### config.mk
export PLATFORM = sky130hd
export DESIGN_NAME = control_sequencer_flat
export DESIGN_NICKNAME = d
export VERILOG_FILES = /design/src/rtl/control_sequencer_if.sv /design/src/rtl/control_sequencer.sv /design/src/flat_wrapper.sv
export SDC_FILE = /design/constraint.sdc
export NUM_CORES = 1
export LEC_CHECK = 0
export BUFFER_PORTS_ARGS = -buffer_cell sky130_fd_sc_hd__buf_2
export CORE_MARGIN = 2
export CORE_UTILIZATION = 44
export DETAILED_ROUTE_END_ITERATION = 16
export PLACE_DENSITY = 0.87
export SETUP_SLACK_MARGIN = 0.15
export SLEW_MARGIN = 20
export SYNTH_ARGS = -nofsm -noshare
export SYNTH_HDL_FRONTEND = slang
export SYNTH_SLANG_ARGS = --single-unit
### constraint.sdc
create_clock -name clk -period 4.02 [get_ports clk]
set_input_delay 0.804 -clock clk [delete_from_list [all_inputs] [get_ports clk]]
set_output_delay 0.804 -clock clk [all_outputs]
set_load 0.005 [all_outputs]
### src/rtl/control_sequencer_if.sv
// Instruction- and data-memory handshake bundle for the control sequencer.
// The sequencer is the master (drives requests and the fetch address);
// the memory side is the slave (returns ready and fetched data).
interface control_sequencer_if;
  logic        imem_req;
  logic [31:0] imem_addr;
  logic        imem_ready;
  logic [31:0] imem_rdata;
  logic        dmem_req;
  logic        dmem_ready;

  modport master (
    output imem_req,
    output imem_addr,
    output dmem_req,
    input  imem_ready,
    input  imem_rdata,
    input  dmem_ready
  );

  modport slave (
    input  imem_req,
    input  imem_addr,
    input  dmem_req,
    output imem_ready,
    output imem_rdata,
    output dmem_ready
  );
endinterface

### src/rtl/control_sequencer.sv
// Multi-cycle control FSM for the RV32 core: fetch, decode, execute, memory,
// writeback. Owns the PC, the instruction register and the retire counter.
// Request/strobe outputs are Moore decodes of state and ir, forced low while
// reset is asserted so nothing reaches the memories during reset.
module control_sequencer #(
  parameter logic [31:0] RESET_PC = 32'h0000_0000
) (
  input  logic                       clk,
  input  logic                       rst,
  control_sequencer_if.master        bus,
  output logic [31:0]                ir,
  input  logic [6:0]                 opcode,
  input  logic                       branch_taken,
  input  logic [31:0]                target,
  output logic                       rf_we,
  output logic                       imm_sel,
  output logic [31:0]                pc,
  output logic                       retire,
  output logic [31:0]                instret,
  output logic                       halted
);

  localparam logic [6:0]  OP_REG    = 7'b0110011;
  localparam logic [6:0]  OP_IMM    = 7'b0010011;
  localparam logic [6:0]  OP_LUI    = 7'b0110111;
  localparam logic [6:0]  OP_STORE  = 7'b0100011;
  localparam logic [6:0]  OP_BRANCH = 7'b1100011;
  localparam logic [6:0]  OP_JAL    = 7'b1101111;
  localparam logic [31:0] NOP       = 32'h0000_0013;

  typedef enum logic [2:0] {
    FETCH,
    DECODE,
    EXECUTE,
    MEMORY,
    WRITEBACK,
    HALT
  } state_t;

  state_t      state, state_nxt;
  logic [31:0] pc_nxt;
  logic        ir_ld;

  function automatic logic is_legal(input logic [6:0] op);
    return (op == OP_REG) || (op == OP_IMM) || (op == OP_LUI) ||
           (op == OP_STORE) || (op == OP_BRANCH) || (op == OP_JAL);
  endfunction

  function automatic logic uses_imm(input logic [6:0] op);
    return (op == OP_IMM) || (op == OP_LUI) || (op == OP_STORE) || (op == OP_JAL);
  endfunction

  // Sequential successor PC; wraps modulo 2^32 by construction.
  function automatic logic [31:0] pc_inc(input logic [31:0] p);
    return p + 32'd4;
  endfunction

  function automatic logic misaligned(input logic [31:0] t);
    return t[1:0] != 2'b00;
  endfunction

  // State, PC, instruction register and retire counter.
  always_ff @(posedge clk or posedge rst) begin
    if (rst) begin
      state   <= FETCH;
      pc      <= RESET_PC;
      ir      <= NOP;
      instret <= 32'd0;
    end else begin
      state <= state_nxt;
      pc    <= pc_nxt;
      if (ir_ld) ir <= bus.imem_rdata;
      if (retire) instret <= instret + 32'd1;
    end
  end

  // Next-state, next-PC and the retire pulse for the qualifying transition.
  always_comb begin
    state_nxt = state;
    pc_nxt    = pc;
    ir_ld     = 1'b0;
    retire    = 1'b0;
    case (state)
      FETCH: begin
        if (bus.imem_ready) begin
          ir_ld     = 1'b1;
          state_nxt = DECODE;
        end
      end
      DECODE: begin
        state_nxt = is_legal(opcode) ? EXECUTE : HALT;
      end
      EXECUTE: begin
        if (opcode == OP_STORE) begin
          state_nxt = MEMORY;
        end else if (opcode == OP_BRANCH) begin
          if (branch_taken && misaligned(target)) begin
            state_nxt = HALT;
          end else begin
            pc_nxt    = branch_taken ? target : pc_inc(pc);
            retire    = 1'b1;
            state_nxt = FETCH;
          end
        end else if ((opcode == OP_JAL) && misaligned(target)) begin
          state_nxt = HALT;
        end else begin
          state_nxt = WRITEBACK;
        end
      end
      MEMORY: begin
        if (bus.dmem_ready) begin
          pc_nxt    = pc_inc(pc);
          retire    = 1'b1;
          state_nxt = FETCH;
        end
      end
      WRITEBACK: begin
        pc_nxt    = (opcode == OP_JAL) ? target : pc_inc(pc);
        retire    = 1'b1;
        state_nxt = FETCH;
      end
      HALT: begin
        state_nxt = HALT;
      end
      default: begin
        state_nxt = HALT;
      end
    endcase
  end

  // Moore output decode; requests drop combinationally when reset asserts.
  always_comb begin
    bus.imem_req  = (state == FETCH) && !rst;
    bus.imem_addr = pc;
    bus.dmem_req  = (state == MEMORY) && !rst;
    rf_we         = (state == WRITEBACK) && !rst;
    imm_sel       = (state == EXECUTE) && uses_imm(ir[6:0]) && !rst;
    halted        = (state == HALT) && !rst;
  end

endmodule

### src/flat_wrapper.sv
// flat-port wrapper written by rule: the top's interface ports become plain ports
module control_sequencer_flat 
#(
  parameter logic [31:0] RESET_PC = 32'h0000_0000
)
  (clk, rst, ir, opcode, branch_taken, target, rf_we, imm_sel, pc, retire, instret, halted, bus_imem_req, bus_imem_addr, bus_dmem_req, bus_imem_ready, bus_imem_rdata, bus_dmem_ready);
  control_sequencer_if bus_i ();
  input  logic clk;
  input  logic rst;
  output logic [31:0] ir;
  input  logic [6:0] opcode;
  input  logic branch_taken;
  input  logic [31:0] target;
  output logic rf_we;
  output logic imm_sel;
  output logic [31:0] pc;
  output logic retire;
  output logic [31:0] instret;
  output logic halted;
  output wire logic [$bits(bus_i.imem_req)-1:0] bus_imem_req;
  output wire logic [$bits(bus_i.imem_addr)-1:0] bus_imem_addr;
  output wire logic [$bits(bus_i.dmem_req)-1:0] bus_dmem_req;
  input wire logic [$bits(bus_i.imem_ready)-1:0] bus_imem_ready;
  input wire logic [$bits(bus_i.imem_rdata)-1:0] bus_imem_rdata;
  input wire logic [$bits(bus_i.dmem_ready)-1:0] bus_dmem_ready;
  assign bus_imem_req = bus_i.imem_req;
  assign bus_imem_addr = bus_i.imem_addr;
  assign bus_dmem_req = bus_i.dmem_req;
  assign bus_i.imem_ready = bus_imem_ready;
  assign bus_i.imem_rdata = bus_imem_rdata;
  assign bus_i.dmem_ready = bus_dmem_ready;
  control_sequencer #(.RESET_PC(RESET_PC)) u_core (.clk(clk), .rst(rst), .bus(bus_i), .ir(ir), .opcode(opcode), .branch_taken(branch_taken), .target(target), .rf_we(rf_we), .imm_sel(imm_sel), .pc(pc), .retire(retire), .instret(instret), .halted(halted));
endmodule
# [Word-level counts from Yosys, hierarchy flattened]
# Cells that the tools add are included.
[op_classes] eq_ne=20 n_reduce_logical=22 mux=22 add_sub_neg=2
[ops] cell="two-way mux 32 bit" n=6
[ops] cell="case mux 32 bit (3 select lines)" n=1
[ops] cell="equality test 7 x 6 -> 1 bit, second input constant" n=5
[ops] cell="adder 32 x 1 -> 32 bit, second input constant" n=1
[ops] cell="adder 32 x 3 -> 32 bit, second input constant" n=1
[ops] cell="equality test 7 bit, second input constant" n=3
[ops] cell="two-way mux 3 bit" n=6
[ops] cell="case mux 3 bit (5 select lines)" n=1
[ops] cell="equality test 7 x 5 -> 1 bit, second input constant" n=2
[ops] cell="logical AND 1 bit" n=8
[ops] cell="logical OR 1 bit" n=8
[ops] cell="inequality test 2 bit, second input constant" n=4
[ops] cell="two-way mux 1 bit" n=7
[ops] cell="equality test 3 x 2 -> 1 bit, second input constant" n=2
[ops] cell="equality test 3 bit, second input constant" n=2
[ops] cell="AND reduction 5 bit" n=1
[ops] cell="equality test 3 x 1 -> 1 bit, second input constant" n=1
[ops] cell="zero test 3 bit" n=1
[ops] cell="case mux 1 bit (3 select lines)" n=1
[ops] cell="nonzero test 3 bit" n=1
[ops] cell="inequality test 2 x 1 -> 1 bit, second input constant" n=1
[ops] cell="AND reduction 2 bit" n=1
[ops] cell="nonzero test 2 bit" n=1
[ops] cell="zero test 1 bit" n=1
[totals] wordCells=70 in_bits=76 regBits=99 output_inout_bits=134

# [Logic depth before layout (Yosys ltp)]
# Gate-level depths: netlist (run 1).
[logic_depth] word_depth=8 ltp_mapped=10 mapped_depth_nobuf=7

# [Least setup slack after synthesis (run 1)]
# OpenSTA, ideal clock, no wires.
[synth_path] path_kind="input -> output" startpoint="input rst" endpoint="output imm_sel" slack_ns=-0.299 stages=3 arrival_ns=3.515 n_path_buf=0 required_ns=3.216 cell_sequence="inv_1 -> nand3_1 -> nor4_1"
[synth_between] elab_chain_cells=2
[synth_lines] item="start, declared" line_no="flat_wrapper.sv:9" text="input logic rst;"
[synth_lines] item="zero test 1 bit" line_no="control_sequencer.sv:137" text="imm_sel = (state == EXECUTE) && uses_imm(ir[6:0]) && !rst;"
[synth_lines] item="logical AND 1 bit" line_no="control_sequencer.sv:137"
[synth_lines] item="end, declared" line_no="flat_wrapper.sv:15" text="output logic imm_sel;"
# No other way between the ends.

# [Worst setup path in the final report (run 1)]
[layout_path] startpoint="input target[0]" endpoint="output retire"
[layout_between] elab_chain_cells=6
[layout_lines] item="start, declared" line_no="flat_wrapper.sv:13" text="input logic [31:0] target;"
[layout_lines] item="nonzero test 2 bit" line_no="control_sequencer.sv:59" text="return t[1:0] != 2'b00;"
[layout_lines] item="logical AND 1 bit" line_no="control_sequencer.sv:97" text="if (branch_taken && misaligned(target)) begin"
[layout_lines] item="two-way mux 1 bit" line_no="control_sequencer.sv:97"
[layout_lines] item="two-way mux 1 bit" line_no="control_sequencer.sv:96" text="end else if (opcode == OP_BRANCH) begin"
[layout_lines] item="two-way mux 1 bit" line_no="control_sequencer.sv:94" text="if (opcode == OP_STORE) begin"
[layout_lines] item="case mux 1 bit (3 select lines)" line_no="control_sequencer.sv:83" text="case (state)"
[layout_lines] item="end, declared" line_no="flat_wrapper.sv:17" text="output logic retire;"
# No other way between the ends.

==> impl_summary.md, run 1 <==
Outcome
The flow ran to the end, and the final reports show no timing, DRC or antenna violations.

Setup path
Traced cell by cell, the critical path runs through buf_2 -> o21ai_0 -> nand4_1 -> o21a_1 -> buf_4 -> inv_1 -> buf_2. The number of buffers and inverters on the critical path is 4. The largest fanout of any net on the critical path is 29. For this run, the slowest stage of the critical path takes 0.42 ns. The type of element launching the critical path is an input port. The category of the most critical setup path is in -> out. The highest-delay cell along the critical path is sky130_fd_sc_hd__inv_1. The required time reported for the critical path endpoint is 3.22 ns. The type of destination of the critical path is an output port. The most numerous cell on the critical path is sky130_fd_sc_hd__buf_2. The critical path's top delay family is buffers and inverters. The worst endpoint data arrival time is 2.43 ns.

Timing
Dividing the final minimum period by the clock period gives 0.805. The slew at the pin with the worst max-slew slack is 0.778 ns. The number of max-slew violations in the final report is 0. Headroom to the max-slew limit came out at 0.481. Setup repair after global routing left no endpoint under its margin. Setup violations remaining at the end of the flow were counted as 0. The final number of hold-violating endpoints is 0. The sum of negative setup slack is 0 ns.

The clock period minus final worst setup slack is 3.24 ns. The maximum clock frequency is 0.309 GHz. On the final layout, the worst clock skew is 0.00844 ns.

Power and ir drop
Cell internal power was estimated by the tool at 2.43 mW. The sequential share of power is 0.421. Of the total power, the clock network draws 0.254.

The combinational fraction of design power is 0.325. The worst-case IR drop observed on VDD is 0.000343 V. Summed over all nets, the switching power comes to 1.40 mW. In this run the static leakage power is 3.32 nW. Dividing total power by cell area gives a power density of 580 nW/um^2. The switching power as a share of total power is 0.365.

Layout
From synthesis to final layout, the design area changed by 23.8%. The final core area utilization is 0.554. The library cell used most frequently in the layout, excluding fill and tap cells, is sky130_fd_sc_hd__buf_2. The final cell area excluding filler cells is 6600 um^2. At the end of the flow, the number of nets in the layout was 799. Of the cells placed in the final design, the portion with a size suffix greater than 1 is 0.384. In the layout the commonest cells are 209 x sky130_fd_sc_hd__buf_2, 96 x sky130_fd_sc_hd__dfrtp_1, 47 x sky130_fd_sc_hd__a21oi_1.

The number of antenna cells inserted is 0.

Logic synthesis
The area fraction of the dominant cell type after synthesis is 0.451. In the synthesized netlist the async set-or-reset flop fraction comes to 1.00. For this run, the register share of the synthesized area comes to 0.466. In this run, synthesis inferred 0 flip-flops with an integrated enable. Ranked by total cell area, the synthesized netlist is headed by sky130_fd_sc_hd__dfrtp_1 45%, sky130_fd_sc_hd__mux2_2 7.2%, sky130_fd_sc_hd__buf_4 4.9%.

The mean instance size in the synthesized netlist is 9.65 um^2. In this run, synthesis produced a sequential element count of 99. The instance count of the mapped netlist is 552. The net count after synthesis is 630. Yosys printed 0 warnings. The post-synthesis instance area is 5330 um^2. The dominant register cell in the synthesized netlist is sky130_fd_sc_hd__dfrtp_1. The biggest area contributor in the post-synthesis netlist is sky130_fd_sc_hd__dfrtp_1. The count of unique library cells instantiated by Yosys is 51.

Run
The max-capacitance violation count is 0.

Place
The area of placed instances is 6260 um^2. Buffers placed on the I/O ports in this run total 209. The wire-length estimate of the detail-placed layout is 10.2 mm. The last weighted congestion value of the routability-driven placer is 0.922.

Floorplan
In this run the count of I/O pins placed on the die edge is 210. The overall die area is 13000 um^2. Row generation in the floorplan step produced 40 rows.

The region available for standard cell placement spans 11900 um^2. The initial utilization of the core area, before any placement, comes to 0.447. The chip width is 114 um. Measured along the y axis, the die boundary spans 114 um.

Route
The number of antenna-violating nets in the routed design is 0. Dividing the detail-routed via count by the number of cells gives 5.56. The first-pass detailed-route iteration total is 5.

The detailed-route wire length is 14.1 mm. Dividing the detail-routed wire length by the instance count gives 16.1 um. After detailed routing, the number of remaining DRC violations is 0. The overall via count from detail_route is 4858.

The DRC marker count from the first detailed-route iteration is 496.

GRT
The global-route layer with the greatest usage is met2. The number of antenna violations at the first check in global routing was 0. The total overflow reported by the global router is 0. For this run, global-route usage on met1 was measured as 0.289. For met2 alone, demand over resource in global routing was 0.343.

The all-layer global routing usage is 0.218. The maximum number of pins on one net before global-route repair is 63. For this run, global-route usage on met3 was measured as 0.0515. The number of global-route vias before repair was 4506. The first global-routing pass estimated 22.6 mm of wire.

Clocking
The CTS buffer count is 9. The clock network latency to the later pin of the worst-skew pair is 0.35 ns. Clock-pin slew was measured on the worst setup and hold paths at 0.07 ns. The total of hold buffers inserted after clock tree synthesis is 0.

The H-tree depth is 3. Once the clock tree was built, the resizer swapped 0 gates to a different size. The tree is rooted in a sky130_fd_sc_hd__clkbuf_16.

After clock tree synthesis, the setup repair step added 0 buffers. The number of buffers between clock root and the deepest sink is 2. The CTS sink count is 99.

TritonCTS built the clock tree.

Worst hold path
The kind of path behind the tightest hold check is reg -> reg.
==> logic make-up (layout without fill, tap and decap cells) <==
family / Yosys count / in the layout / share of synthesized area
mux: 36 / 36 / 0.0757
compound gates: 116 / 116 / 0.131
buf+inv: 72 / 246 / 0.0773
fa+ha+maj: 2 / 2 / 0.00470
flops: 99 / 99 / 0.466
xor+xnor: 35 / 35 / 0.0576
simple gates: 192 / 192 / 0.188
==> worst paths after layout <==
| kind | from | endpoint | slack, ns | cells past startpoint |
|---|---|---|---|---|
| worst max-delay path | target[0] | retire | 0.78 | 7 |
| worst min-delay path | u_core.instret[31] | u_core.instret[31] | 0.48 | 1 |
| worst max register to register | u_core.state[1] | u_core.instret[13] | 1.14 | 8 |
| worst min register to register | u_core.instret[31] | u_core.instret[31] | 0.48 | 1 |
| max in group asynchronous | rst | u_core.instret[25] | 2.20 | 4 |
| min in group asynchronous | rst | u_core.state[2] | 0.65 | 3 |
==> per-stage QoR <==
step / hold WS (ns) / total power, mW / setup slack [ns] / instances
floorplan: 0.465 / 2.43 / 0.572 / 552
global placement: 0.451 / 2.83 / 0.866 / 857
detailed placement: 0.471 / 2.87 / 0.781 / 857
finish: 0.484 / 3.83 / 0.783 / 873
CTS: 0.485 / 3.85 / 0.819 / 873
global route: 0.488 / 4.09 / 0.653 / 873
==> power by group through the flow <==
stage	registers [mW]	clock network, mW	logic, mW
6_report	1.61	0.973	1.24
5_1_grt	1.66	1.04	1.39
4_1_cts	1.61	0.994	1.25
3_5_place_dp	1.62	0	1.25
3_3_place_gp	1.61	0	1.22
2_1_floorplan	1.57	0	0.856
==> cell type report <==
type / instances / area, um^2
fillers: 1047 / 5320
flip-flops and latches: 99 / 2480
multi-input cells: 381 / 2440
repair buffers: 216 / 1100
clock buffers: 9 / 225
well taps: 147 / 184
clock inverters: 7 / 108
inverters: 14 / 56.3
==> metal layers <==
metal,wire length (um),part of all wire,up-vias
met1,5990,0.43,2301
met5,0,0,-
met2,6630,0.47,237
met3,1130,0.080,22
li1,-,-,2298
met4,304,0.022,0
==> synth_stat cells, types with 2 or more instances <==
master and n:
sky130_fd_sc_hd__nor4b_1 2, sky130_fd_sc_hd__and3_1 13, sky130_fd_sc_hd__a2bb2oi_1 3, sky130_fd_sc_hd__a21o_1 2, sky130_fd_sc_hd__o21ai_0 26, sky130_fd_sc_hd__nand4b_1 2, sky130_fd_sc_hd__mux2_2 34, sky130_fd_sc_hd__o21a_1 3
sky130_fd_sc_hd__buf_2 8, sky130_fd_sc_hd__xnor2_1 24, sky130_fd_sc_hd__o22a_1 6, sky130_fd_sc_hd__clkbuf_1 15, sky130_fd_sc_hd__inv_1 14, sky130_fd_sc_hd__nor3_1 18, sky130_fd_sc_hd__dfrtp_1 96, sky130_fd_sc_hd__ha_1 2
sky130_fd_sc_hd__and2_1 2, sky130_fd_sc_hd__nor2_1 30, sky130_fd_sc_hd__xor2_1 11, sky130_fd_sc_hd__o22ai_1 11, sky130_fd_sc_hd__o31ai_1 3, sky130_fd_sc_hd__nor4_1 9, sky130_fd_sc_hd__a21oi_1 47, sky130_fd_sc_hd__and4b_1 2
sky130_fd_sc_hd__a31oi_1 5, sky130_fd_sc_hd__nand2_1 45, sky130_fd_sc_hd__dfstp_2 3, sky130_fd_sc_hd__or4_1 2, sky130_fd_sc_hd__nand3_1 30, sky130_fd_sc_hd__mux2i_1 2, sky130_fd_sc_hd__nand4_1 23, sky130_fd_sc_hd__nand2b_1 6
sky130_fd_sc_hd__buf_4 35
==> registers in the layout, summed over array words and instances, names as in the netlist <==
register              count
u_core.ir                32
u_core.instret           32
u_core.bus.imem_addr     32
u_core.state              3
Power figures use the tool's default switching activity.
==> run 2, diff against run 1 <==
clock period = 2.8 ns   (was 4.02 ns; I/O delays follow)
==> run 2 against run 1 <==
- global-route usage hardly changed
- utilization decreased by 0.073 points
- power grew 40%
- worst hold slack worse by 0.063 ns
- non-clock buffer count grew 3
- via count rose by 0.95%
- critical endpoint unchanged
- largest power group unchanged
==> impl_summary.md, run 2 (same netlist as run 1, synthesis figures left out) <==
Place
The count of buffers inserted at the top-level ports is 209 (unchanged). The half-perimeter wire length after placement was 10.2 mm (about the same). The post-placement setup slack is 0.282 ns (was 0.781 ns).

The area of placed instances is 6300 um^2 (was 6260 um^2). The last weighted congestion value of the routability-driven placer is 0.849 (was 0.922).

Timing
Of the available clock period, the critical path in the final layout requires 0.895. RSZ-0062 raised after global routing: false (unchanged). The max-slew headroom at the worst pin is 0.532 (was 0.481).

The clock period minus final worst setup slack is 2.51 ns. The clock tree skew after final layout is 0.00949 ns (was 0.00844 ns). The number of failing setup endpoints in the final timing report was 0 (unchanged). The maximum clock frequency is 0.399 GHz. The post-route worst setup slack came to 0.295 ns (was 0.783 ns).

The final number of hold-violating endpoints came to 0 (unchanged). The slew at the pin with the worst max-slew slack was 0.702 ns (was 0.778 ns). The number of max-slew violations in the final report is 0 (unchanged).

Floorplan
The number of rows created at floorplan is 40 (unchanged). The effective utilization at floorplan was 0.447 (unchanged). The height of the die was 114 um (unchanged).

The overall die area came to 13000 um^2 (unchanged). The area of the core is 11900 um^2 (unchanged). The boundary pin count was 210 (unchanged). The chip width is 114 um (unchanged).

Outcome
Outcome: complete, no violations (unchanged).

Clocking
The clock tree from TritonCTS was done (unchanged). The number of buffers between clock root and the deepest sink was 2 (unchanged). The total of hold buffers inserted after clock tree synthesis is 0 (unchanged).

The root buffer selected by CTS is sky130_fd_sc_hd__clkbuf_16 (unchanged). The H-tree depth is 3 (unchanged). The number of setup buffers added after CTS is 0 (unchanged). The clock transition at the registers of the reported paths is 0.07 ns (about the same). The CTS sink count is 99 (unchanged). The CTS buffer count came to 9 (unchanged). The clock network latency to the later pin of the worst-skew pair is 0.35 ns (about the same).

Setup path
The worst endpoint data arrival time was 1.95 ns (was 2.43 ns). The count of cells along the worst register-to-register path came to 7 (was 8). The launch instance of the worst register-to-register path is u_core.state[1] (unchanged). The terminus of the critical flop-to-flop path is u_core.bus.imem_addr[23] (was u_core.instret[13]). The number of buffers and inverters on the critical path is 4 (unchanged). The highest-delay cell along the critical path is sky130_fd_sc_hd__dfrtp_1 (was sky130_fd_sc_hd__inv_1). The most numerous cell on the critical path is sky130_fd_sc_hd__buf_4 (was sky130_fd_sc_hd__buf_2).

The largest fanout of any net on the critical path is 13 (was 29). The maximum single-stage delay on the critical path was 0.45 ns (was 0.42 ns). The required time reported for the critical path endpoint came to 2.24 ns (was 3.22 ns). The critical path's top delay family was buffers and inverters (unchanged). The worst-case register-to-register setup slack is 0.47 ns (was 1.14 ns). Cells along the critical path: buf_4 -> and4b_1 -> a21oi_1 -> o21a_1 -> inv_1 -> buf_4 -> buf_2 (was buf_2 -> o21ai_0 -> nand4_1 -> o21a_1 -> buf_4 -> inv_1 -> buf_2). The type of element launching the critical path is a flop (was input port). The category of the most critical setup path is reg -> out (was in -> out). The type of destination of the critical path was an output port (unchanged).

Layout
The fraction of final layout cells with drive strength greater than 1 is 0.387 (was 0.384). The register area is 2480 um^2 (about the same). The filler cell count in the final layout is 1064 (was 1047).

The leading cell type in the layout, fill and taps excluded is sky130_fd_sc_hd__buf_2 (unchanged). The final core area utilization is 0.553 (was 0.554). The area growth from synthesis to layout is 23.7% (was 23.8%). The number of antenna cells inserted is 0 (unchanged). The net count of the finished layout is 802 (was 799). The final cell area excluding filler cells came to 6590 um^2 (was 6600 um^2).

The area of the multi-input gates is 2440 um^2 (unchanged). Most frequent cells in the layout: 209 x sky130_fd_sc_hd__buf_2, 95 x sky130_fd_sc_hd__dfrtp_1, 47 x sky130_fd_sc_hd__a21oi_1 (was 209 x sky130_fd_sc_hd__buf_2, 96 x sky130_fd_sc_hd__dfrtp_1, 47 x sky130_fd_sc_hd__a21oi_1).

Route
The post-detailed-route DRC marker count is 0 (unchanged). The average via count per standard cell was 5.61 (was 5.56). The first-pass detailed-route iteration total is 5 (unchanged). The post-detailed-route wirelength per cell is 15.9 um (was 16.1 um). The DRC marker count from the first detailed-route iteration is 373 (was 496). The overall via count from detail_route is 4904 (was 4858). The detailed-route wire length was 13.9 mm (was 14.1 mm).

The number of antenna-violating nets in the routed design is 0 (unchanged).

Worst hold path
The kind of path behind the tightest hold check is in -> async (was reg -> reg).

Power and ir drop
The power density over the cells is 815 nW/um^2 (was 580 nW/um^2). The worst voltage drop across the vdd grid was 0.000454 V (was 0.000343 V). The static leakage power came to 3.32 nW (about the same).

The overall power after layout came to 5.37 mW (was 3.83 mW).

Run
The max-capacitance violation count came to 0 (unchanged).

GRT
The all-layer global routing usage came to 0.218 (about the same). The maximum number of pins on one net before global-route repair is 58 (was 63). The total overflow reported by the global router is 0 (unchanged). The number of global-route vias before repair is 4685 (was 4506).

The number of antenna violations at the first check in global routing is 0 (unchanged). The global-route wire length before repair is 22.7 mm (was 22.6 mm).
run 2: worst max-delay path by stage:
stage,from,end,slack [ns],cells past startpoint
6_report,u_core.state[0],retire,0.29,7
5_1_grt,u_core.state[0],retire,0.18,7
4_1_cts,u_core.state[1],retire,0.18,6
3_5_place_dp,target[0],u_core.instret[13],0.28,8
3_3_place_gp,target[0],u_core.instret[13],0.34,8
2_1_floorplan,rst,imm_sel,-0.16,3
run 2: report_power, final:
group	leakage [nW]	internal, mW	switching, mW
clock	0.134	0.689	0.550
sequential	1.28	1.82	0.493
combinational	1.90	0.891	0.926
total	3.32	3.40	1.97
run 2: metal layers:
layer  global-route usage  wire, um
met5                    0         0
met4               0.0870       222
met1                0.286      5910
met3               0.0473      1030
met2                0.351      6750
run 2: cell type report:
cell class,instances,area share
inverters,14,0.00855
repair buffers,219,0.172
multi-input cells,381,0.371
clock buffers,9,0.0342
clock inverters,5,0.00950
well taps,147,0.0279
flip-flops and latches,99,0.377
run 2: through the flow:
step | cells | setup TNS, ns | hold WS, ns
2_1_floorplan | 552 | -0.296 | 0.465
3_3_place_gp | 860 | 0 | 0.452
3_5_place_dp | 860 | 0 | 0.460
4_1_cts | 874 | 0 | 0.425
5_1_grt | 874 | 0 | 0.432
6_report | 874 | 0 | 0.420
run 2: worst register-to-register path, stage by stage (launching register included):
cell	delay, ns
sky130_fd_sc_hd__dfrtp_2	0.51
sky130_fd_sc_hd__or3b_2	0.53
sky130_fd_sc_hd__a41oi_2	0.27
sky130_fd_sc_hd__a211o_1	0.19
sky130_fd_sc_hd__buf_12	0.24
sky130_fd_sc_hd__nand2_1	0.13
sky130_fd_sc_hd__o22a_1	0.17
sky130_fd_sc_hd__o22a_1	0.19
run 2: repair_timing:
action	CTS	global route
hold endpoints to repair	0	0
endpoints found under the setup margin	0	1
gates resized for setup	0	1
==> run 3, diff against run 2 <==
BUFFER_PORTS_ARGS = default   (was -buffer_cell sky130_fd_sc_hd__buf_2)
CORE_UTILIZATION = 55   (was 44)
DONT_BUFFER_PORTS = 1   (was default)
PLACE_DENSITY = 0.84   (was 0.87)
==> run 3 against run 2 <==
- die area is 19% lower
- routed wire length shrank 8.3%
- clock power is 29% lower
- cell area down 18%
- critical endpoint unchanged
==> impl_summary.md, run 3 (same netlist as run 1, synthesis figures left out) <==
Layout
The non-filler instance count after layout is 647 (was 874). The fraction of final layout cells with drive strength greater than 1 was 0.137 (was 0.387). The filler cell count in the final layout is 816 (was 1064). The area growth from synthesis to layout is 1.48% (was 23.7%). Most frequent cells in the layout: 95 x sky130_fd_sc_hd__dfrtp_1, 47 x sky130_fd_sc_hd__a21oi_1, 45 x sky130_fd_sc_hd__nand2_1 (was 209 x sky130_fd_sc_hd__buf_2, 95 x sky130_fd_sc_hd__dfrtp_1, 47 x sky130_fd_sc_hd__a21oi_1).

The area of the multi-input gates came to 2440 um^2 (unchanged). The register area is 2480 um^2 (unchanged). The leading cell type in the layout, fill and taps excluded is sky130_fd_sc_hd__dfrtp_1 (was sky130_fd_sc_hd__buf_2). The number of antenna cells inserted is 0 (unchanged).

The net count of the finished layout is 591 (was 802).

Timing
The clock period minus final worst setup slack is 2.41 ns (was 2.51 ns). RSZ-0062 raised after global routing: false (unchanged). The maximum clock frequency was 0.415 GHz (was 0.399 GHz). The number of max-slew violations in the final report is 0 (unchanged). The slew at the pin with the worst max-slew slack is 0.796 ns (was 0.702 ns). The max-slew headroom at the worst pin is 0.470 (was 0.532). The clock tree skew after final layout is 0.0222 ns (was 0.00949 ns). The number of failing setup endpoints in the final timing report is 0 (unchanged). The share of the cycle needed by the critical path after routing came to 0.862 (was 0.895).

The final number of hold-violating endpoints is 0 (unchanged).

Route
The DRC marker count from the first detailed-route iteration came to 187 (was 373). The detailed-route wire length came to 12.8 mm (was 13.9 mm). The overall via count from detail_route was 4046 (was 4904). The first-pass detailed-route iteration total is 7 (was 5).

The post-detailed-route wirelength per cell is 19.7 um (was 15.9 um). The number of antenna-violating nets in the routed design is 0 (unchanged). The average via count per standard cell came to 6.25 (was 5.61). The post-detailed-route DRC marker count is 0 (unchanged).

GRT
The maximum number of pins on one net before global-route repair is 63 (was 58). The total overflow reported by the global router is 0 (unchanged). The all-layer global routing usage is 0.240 (was 0.218).

The number of antenna violations at the first check in global routing was 0 (unchanged). The number of global-route vias before repair is 3910 (was 4685). The global-route wire length before repair is 19.8 mm (was 22.7 mm).

Clocking
The clock network latency to the later pin of the worst-skew pair is 0.36 ns (was 0.35 ns). The number of setup buffers added after CTS is 0 (unchanged). The CTS sink count is 99 (unchanged).

The clock transition at the registers of the reported paths came to 0.10 ns (was 0.07 ns). The clock tree from TritonCTS is done (unchanged). The total of hold buffers inserted after clock tree synthesis came to 0 (unchanged).

The H-tree depth was 3 (unchanged). The root buffer selected by CTS was sky130_fd_sc_hd__clkbuf_8 (was sky130_fd_sc_hd__clkbuf_16). The CTS buffer count is 9 (unchanged). The total of cells resized after clock tree synthesis is 0 (unchanged).

The number of buffers between clock root and the deepest sink was 2 (unchanged).

Outcome
Outcome: complete, no violations (unchanged).

Power and ir drop
The power density over the cells is 822 nW/um^2 (was 815 nW/um^2). The static leakage power is 2.33 nW (was 3.32 nW). The worst voltage drop across the vdd grid is 0.000364 V (was 0.000454 V).

The overall power after layout is 4.44 mW (was 5.37 mW).

Place
The last weighted congestion value of the routability-driven placer is 0.953 (was 0.849). The half-perimeter wire length after placement is 9.20 mm (was 10.2 mm). The instance count after placement with tap cells included is 631 (was 860). The count of buffers inserted at the top-level ports came to 0 (was 209).

Setup path
Cells along the critical path: and3b_1 -> nand4_1 -> o21a_1 -> inv_1 -> buf_6 (was buf_4 -> and4b_1 -> a21oi_1 -> o21a_1 -> inv_1 -> buf_4 -> buf_2). The highest-delay cell along the critical path is sky130_fd_sc_hd__dfrtp_2 (was sky130_fd_sc_hd__dfrtp_1). The type of destination of the critical path is an output port (unchanged). The type of element launching the critical path is a flop (unchanged).

The category of the most critical setup path is reg -> out (unchanged). The required time reported for the critical path endpoint is 2.24 ns (about the same). The worst endpoint data arrival time came to 1.85 ns (was 1.95 ns).

The maximum single-stage delay on the critical path is 0.52 ns (was 0.45 ns). The largest fanout of any net on the critical path is 35 (was 13).

Floorplan
The area of the core is 9330 um^2 (was 11900 um^2). The number of rows created at floorplan is 35 (was 40). The overall die area was 10500 um^2 (was 13000 um^2). The boundary pin count was 210 (unchanged). The chip width is 102 um (was 114 um). The height of the die is 102 um (was 114 um). The effective utilization at floorplan is 0.571 (was 0.447).

Worst hold path
The kind of path behind the tightest hold check was in -> async (unchanged).

Run
The max-capacitance violation count is 0 (unchanged).
==> run 3: per-layer routing <==
metal	vias up	GRT usage	share of wire
met5	-	0	0
met4	0	0.0646	0.013
met3	14	0.0964	0.099
met2	200	0.399	0.49
met1	1954	0.291	0.40
li1	1878	-	-
==> run 3: critical path, delay by kind of cell, from the launching register on <==
kind / cells / cell delay (ns)
flops: 1 / 0.52
buf+inv: 2 / 0.45
simple gates: 2 / 0.30
compound gates: 1 / 0.22
==> run 3: area by class of cell <==
cell class / instances / area share
clock buffers: 10 / 0.0236
clock inverters: 6 / 0.0107
flip-flops and latches: 99 / 0.459
inverters: 14 / 0.0104
repair buffers: 8 / 0.0141
multi-input cells: 381 / 0.452
well taps: 129 / 0.0299
==> run 3: worst paths after layout <==
kind                                          from  slack [ns]  cells past startpoint                  endpoint
worst max register to register     u_core.state[1]        0.49                      7  u_core.bus.imem_addr[23]
worst min-delay path                           rst        0.20                      2              u_core.ir[3]
max in group asynchronous                      rst        1.38                      3           u_core.state[1]
worst min register to register  u_core.instret[12]        0.53                      1        u_core.instret[12]
worst max-delay path               u_core.state[1]        0.39                      5                    retire
min in group clk                bus_imem_rdata[15]        0.34                      1             u_core.ir[15]
==> run 3: through the flow <==
stage | instance area (um^2) | hold WS (ns) | TNS [ns] | utilization | setup slack [ns]
2_1_floorplan | 5330 | 0.465 | -0.296 | - | -0.160
3_3_place_gp | 5210 | 0.491 | 0 | 0.559 | 0.417
3_5_place_dp | 5210 | 0.520 | 0 | 0.559 | 0.357
4_1_cts | 5400 | 0.200 | 0 | 0.579 | 0.162
5_1_grt | 5400 | 0.231 | 0 | 0.579 | 0.211
6_report | 5400 | 0.198 | 0 | 0.579 | 0.388
==> run 3: report_power, final <==
part	leakage (nW)	internal (mW)	switching, mW
logic	0.949	0.477	0.608
registers	1.28	1.82	0.662
clock network	0.0949	0.345	0.535
total	2.33	2.64	1.80
